[config.mk]
export PLATFORM = sky130hd
export DESIGN_NAME = base_aarb
export DESIGN_NICKNAME = d
export VERILOG_FILES = /design/src/rtl/base_aarb_pkg.sv /design/src/rtl/base_askid2.sv /design/src/rtl/base_aarb.sv
export SDC_FILE = /design/constraint.sdc
export NUM_CORES = 1
export LEC_CHECK = 0
export ABC_AREA = 1
export CORE_ASPECT_RATIO = 0.9
export CORE_MARGIN = 2
export CORE_UTILIZATION = 50
export CTS_BUF_LIST = sky130_fd_sc_hd__clkbuf_4 sky130_fd_sc_hd__clkbuf_8
export CTS_CLUSTER_SIZE = 25
export DETAILED_ROUTE_END_ITERATION = 10
export GPL_TIMING_DRIVEN = 0
export PLACE_DENSITY_LB_ADDON = 0.1
export SETUP_SLACK_MARGIN = 0.5
export SLEW_MARGIN = 20
export SYNTH_ARGS = -nofsm -noshare
export SYNTH_HDL_FRONTEND = slang
export SYNTH_SLANG_ARGS = --single-unit
[constraint.sdc]
create_clock -name clk -period 3 [get_ports clk]
set_input_delay 0.6 -clock clk [delete_from_list [all_inputs] [get_ports clk]]
set_output_delay 0.6 -clock clk [all_outputs]
set_load 0.005 [all_outputs]
[src/rtl/base_aarb_pkg.sv]
// Shared definitions for the base_aarb packet-aware round-robin arbiter.
package base_aarb_pkg;

  localparam int BUF_DEPTH = 2;

  typedef enum logic {
    ST_IDLE = 1'b0,
    ST_PKT  = 1'b1
  } lock_state_e;

  // Next round-robin index after idx, wrapping at n.
  function automatic int unsigned rr_next(input int unsigned idx, input int unsigned n);
    return (idx + 1 >= n) ? 32'd0 : idx + 1;
  endfunction

endpackage

[src/rtl/base_askid2.sv]
// Two-entry ready/valid buffer; input ready comes straight from a flop so it
// never depends combinationally on downstream ready.
module base_askid2
  import base_aarb_pkg::*;
#(
  parameter int width = 8
) (
  input  logic             clk,
  input  logic             reset,
  input  logic             i_v,
  output logic             i_r,
  input  logic [width-1:0] i_d,
  output logic             o_v,
  input  logic             o_r,
  output logic [width-1:0] o_d
);

  logic [1:0]       count_q, count_d;
  logic             full_q, full_d;
  logic [width-1:0] slot0_q, slot0_d;
  logic [width-1:0] slot1_q, slot1_d;
  logic             push, pop;

  assign i_r  = ~full_q;
  assign o_v  = (count_q != 2'd0);
  assign o_d  = slot0_q;
  assign push = i_v & i_r;
  assign pop  = o_v & o_r;

  // NOTE: every output of an always_comb gets a default first, so no path can infer a latch.
  always_comb begin
    count_d = count_q;
    slot0_d = slot0_q;
    slot1_d = slot1_q;
    if (pop) begin
      slot0_d = slot1_q;
      count_d = count_d - 2'd1;
    end
    // After the pop, count_d is exactly the slot the new beat lands in.
    if (push) begin
      if (count_d == 2'd0) slot0_d = i_d;
      else                 slot1_d = i_d;
      count_d = count_d + 2'd1;
    end
    full_d = (count_d == 2'(BUF_DEPTH));
  end

  // NOTE: sequential state uses non-blocking assignments only, so all flops update together.
  // NOTE: the data slots are reset too because the outputs must read zero while in reset.
  always_ff @(posedge clk or negedge reset) begin
    if (!reset) begin
      count_q <= '0;
      full_q  <= 1'b0;
      slot0_q <= '0;
      slot1_q <= '0;
    end else begin
      count_q <= count_d;
      full_q  <= full_d;
      slot0_q <= slot0_d;
      slot1_q <= slot1_d;
    end
  end

endmodule

[src/rtl/base_aarb.sv]
// Round-robin arbiter merging `ways` ready/valid streams, holding the grant for
// a whole packet, with a registered two-entry output buffer.
module base_aarb
  import base_aarb_pkg::*;
#(
  parameter int ways   = 4,
  parameter int width  = 8,
  parameter int swidth = 2
) (
  input  logic                  clk,
  input  logic                  reset,
  input  logic [ways-1:0]       i_v,
  output logic [ways-1:0]       i_r,
  input  logic [ways*width-1:0] i_d,
  input  logic [ways-1:0]       i_e,
  input  logic                  o_r,
  output logic                  o_v,
  output logic [width-1:0]      o_d,
  output logic                  o_e,
  output logic [swidth-1:0]     o_s
);

  localparam int BW = width + 1 + swidth;

  lock_state_e       state_q, state_d;
  logic [swidth-1:0] owner_q, owner_d;
  logic [swidth-1:0] ptr_q, ptr_d;
  logic [swidth-1:0] gnt;
  logic              req, space, accept, gnt_e;
  logic [width-1:0]  gnt_d;
  logic [BW-1:0]     buf_out;

  always_comb begin : arb_comb
    int                idx;
    logic [swidth-1:0] cand;
    logic              found;
    idx   = 0;
    cand  = '0;
    found = 1'b0;
    gnt   = owner_q;
    if (state_q != ST_PKT) begin
      gnt = '0;
      for (int off = 0; off < ways; off++) begin
        idx = int'(ptr_q) + off;
        if (idx >= ways) idx = idx - ways;
        cand = swidth'(idx);
        if (!found && i_v[cand]) begin
          gnt   = cand;
          found = 1'b1;
        end
      end
    end
  end

  // Ready is forced low while reset is asserted, independent of the flops.
  always_comb begin
    req = (state_q == ST_PKT) | (|i_v);
    i_r = '0;
    for (int k = 0; k < ways; k++) begin
      i_r[k] = reset & space & req & (gnt == swidth'(k));
    end
    accept = |(i_v & i_r);
    gnt_d  = i_d[int'(gnt)*width +: width];
    gnt_e  = i_e[gnt];
  end

  always_comb begin
    state_d = state_q;
    owner_d = owner_q;
    ptr_d   = ptr_q;
    case (state_q)
      ST_IDLE: begin
        if (accept) begin
          if (gnt_e) begin
            ptr_d = swidth'(rr_next(int'(gnt), ways));
          end else begin
            state_d = ST_PKT;
            owner_d = gnt;
          end
        end
      end
      ST_PKT: begin
        if (accept && gnt_e) begin
          state_d = ST_IDLE;
          ptr_d   = swidth'(rr_next(int'(owner_q), ways));
        end
      end
      default: state_d = ST_IDLE;
    endcase
  end

  always_ff @(posedge clk or negedge reset) begin
    if (!reset) begin
      state_q <= ST_IDLE;
      owner_q <= '0;
      ptr_q   <= '0;
    end else begin
      state_q <= state_d;
      owner_q <= owner_d;
      ptr_q   <= ptr_d;
    end
  end

  base_askid2 #(
    .width(BW)
  ) u_buf (
    .clk  (clk),
    .reset(reset),
    .i_v  (accept),
    .i_r  (space),
    .i_d  ({gnt_d, gnt_e, gnt}),
    .o_v  (o_v),
    .o_r  (o_r),
    .o_d  (buf_out)
  );

  assign {o_d, o_e, o_s} = buf_out;

endmodule

==> results of run 1 <==
metrics by stage:
step,setup WS (ns),hold slack [ns],std cells
floorplan,0.512,0.304,292
global placement,-0.874,0.453,398
detailed placement,-0.682,0.458,398
CTS,0.297,0.378,420
global route,0.0857,0.303,435
finish,0.172,0.267,435
critical path, stage by stage:
cell and delay (ns):
clkdlybuf4s15_2 0.23, inv_2 0.07, o21ai_4 0.19, inv_1 0.08
nor2_2 0.13, nand3_2 0.11, nand3_2 0.09, nand2_2 0.07
nand2_4 0.11, buf_8 0.11, ha_4 0.14, inv_4 0.03
nor2_4 0.11, buf_2 0.14
timing repair:
item | 4_1_cts | 5_1_grt
hold buffers | 0 | 0
pin swaps | 17 | 25
setup endpoints to repair | 34 | 34
cloned | 1 | 2
setup buffers | 13 | 13
gates resized for setup | 52 | 71
sequential cells by signal, summed over array words and instances, names as in the netlist, named ones only:
register       flops
ptr_q              2
u_buf.count_q      2
u_buf.slot1_q     11
u_buf.full_q       1
u_buf.o_d         11
owner_q            2
report_power, final:
part	total [W]	internal [W]	switching (W)	leakage, nW
logic	0.00313	0.00136	0.00177	1.25
registers	0.000706	0.000588	0.000118	0.379
clock network	0.000354	0.000184	0.000170	0.0472
routing by layer:
metal / global-route usage (%) / vias up / wire length, um
li1: - / 1125 / -
met1: 35.6 / 1177 / 2870
met2: 47.1 / 114 / 3610
met3: 5.06 / 24 / 520
met4: 10.1 / 0 / 180
met5: 0 / - / 0
kinds of logic (layout without fill, tap and decap cells):
| group | count (synthesis) | count (layout) | share of synthesized area, % |
|---|---|---|---|
| and+or+nand+nor | 197 | 197 | 42.3 |
| DFF | 30 | 30 | 36.0 |
| buffers and inverters | 28 | 123 | 7.01 |
| adders and majority gates | 3 | 3 | 1.80 |
| AOI/OAI and AO/OA | 22 | 22 | 6.53 |
| xor gates and xnor gates | 1 | 1 | 0.420 |
| muxes | 11 | 11 | 5.94 |
layout by cell type, fill, tap and decap left out, types with 7 or more instances in the layout:
cell,n
nand2_1,108
clkdlybuf4s50_1,49
dfrtp_1,28
nand2_2,25
buf_4,18
nand2_4,17
buf_6,16
inv_1,13
nor2_1,13
mux2_2,11
o21ai_0,8
o211ai_1,8
nand3_1,7
how the worst max path moves through the flow:
| stage | from | endpoint | cells past startpoint |
|---|---|---|---|
| after floorplan | i_v[2] | u_buf.slot1_q[2]$_DFFE_PN0P_ | 21 |
| after global placement | reset | i_r[1] | 4 |
| after detailed placement | i_v[1] | i_r[3] | 13 |
| after CTS | ptr_q[0]$_DFFE_PN0P_ | i_r[3] | 17 |
| after global routing | ptr_q[0]$_DFFE_PN0P_ | i_r[3] | 15 |
| final | i_v[2] | i_r[3] | 14 |
layout make-up:
cell class | count | area share [%]
sequential | 30 | 22.6
multi-input combinational | 234 | 42.8
inverter | 19 | 2.36
buffer | 9 | 3.07
clock inverter | 2 | 0.375
clock buffer | 6 | 2.47
timing repair buffer | 87 | 24.6
tap | 48 | 1.80
==> metrics.txt, run 1 <==
area taken by multi-input logic gates=roughly 1400 um^2; DRT Wirelength=about 7200 um; global-route wire length before repair=10200 um; actual slew at the worst max-slew pin=0.434 ns; Remaining Overflow, GRT=0; # fillers=261; # DRC=0; status=finished, final reports clean; Pwr Total=around 0.0042 W; Die ar.=4710 um^2; DP Area=2740 um^2; reg2reg setup slack=between 0.3 and 0.4 ns; die height=65.3 um; Die W=between 70 and 80 um; first drt pass iteration count=5; commonest cells in the netlist=nand2_1, dfrtp_1, nor2_1; gate count of the mapped netlist=about 290; Synth top area share=a little over a third; Top FF cell, synth=dfrtp_1; register area=about 750 um^2; P_leak=between 1.5 and 2 nW; max_cap viols=0; Final HPWL DP=4130 um; Final Util=a little over 80%; setup TNS=0 ns; most common cell in the netlist=nand2_1; Worst R2R End=u_buf.o_d[4]$_DFF_PN0_; nets=between 400 and 500; TritonCTS Sinks=30; WL/cell=between 15 and 20 um; Peak Freq=approximately 0.35 GHz; CTS buffer count=5; Post-DRT Antenna Nets=0; boundary pin count=~60; Post-Syn Nets=338; Tcrit/Tclk final=a little over nine tenths; Setup CP Type=in2out; Post-synth ARST share=100%; clock root buffer=clkbuf_8; Synth Warn #=0; pwr dens=about 1300 nW/um^2; final instance area=about 3300 um^2; max-slew violation count=0; GPL Wtd Cong=just under 0.9; average cell area after synthesis=~7 um^2; H-tree depth=2; Vias per Instance=5.61; Slew headroom=a little under three quarters; RSZ-0062 raised after global routing=yes; clock buffer depth=2; synthesis-to-finish area growth=60.0%; Req. time, crit path=2.40 ns; Unique masters post-synth=28; Synth Cell Area=approximately 2100 um^2; number of enable flip-flop cells after synthesis=0; input/output buffers=58; clock skew=between 0.004 and 0.005 ns; largest cells by area after synthesis=dfrtp_1, nand2_1, mux2_2, nor2_1, nand2_2; share of cells above drive strength 1=a little over a third; sequential area share after synthesis=between 30% and 40%; initial DRC count=approximately 200; endpoints failing setup=0; core area=slightly above 4000 um^2; CP Data Arrival Time=between 2 and 2.5 ns; initial antenna violation count=0; antenna fix cells=0; Core Rows=22; Setup crit end kind=output port; cell taking the most area after synthesis=dfrtp_1; largest net degree at the start of global routing=32; worst r2r src=ptr_q[0]$_DFFE_PN0P_; clock-pin slew on the worst setup and hold paths=0.07 ns; number of global-route vias before repair=2233; HP Class=in2async; Initial Utilization=between 50% and 60%; Max VDD drop=0.845 mV; Total Routing Usage GR=~28%; Hold Fails Final Rpt=0; clock period minus worst slack=between 2 and 3 ns; Seq cells post-synth=30; crit path launch type=primary input; clock latency on the worst-skew pair=just under 0.3 ns; Via Count=between 2000 and 2500; CTS tree=built; CP max FO=3; R2R depth=22
(Power assumes the default switching activity.)
==> inputs of run 2 (changes only) <==
ABC_CLOCK_PERIOD_IN_PS = 3000   (was default)
==> results of run 2 <==
No change in the layout: final DEF, timing and power equal those of run 1.
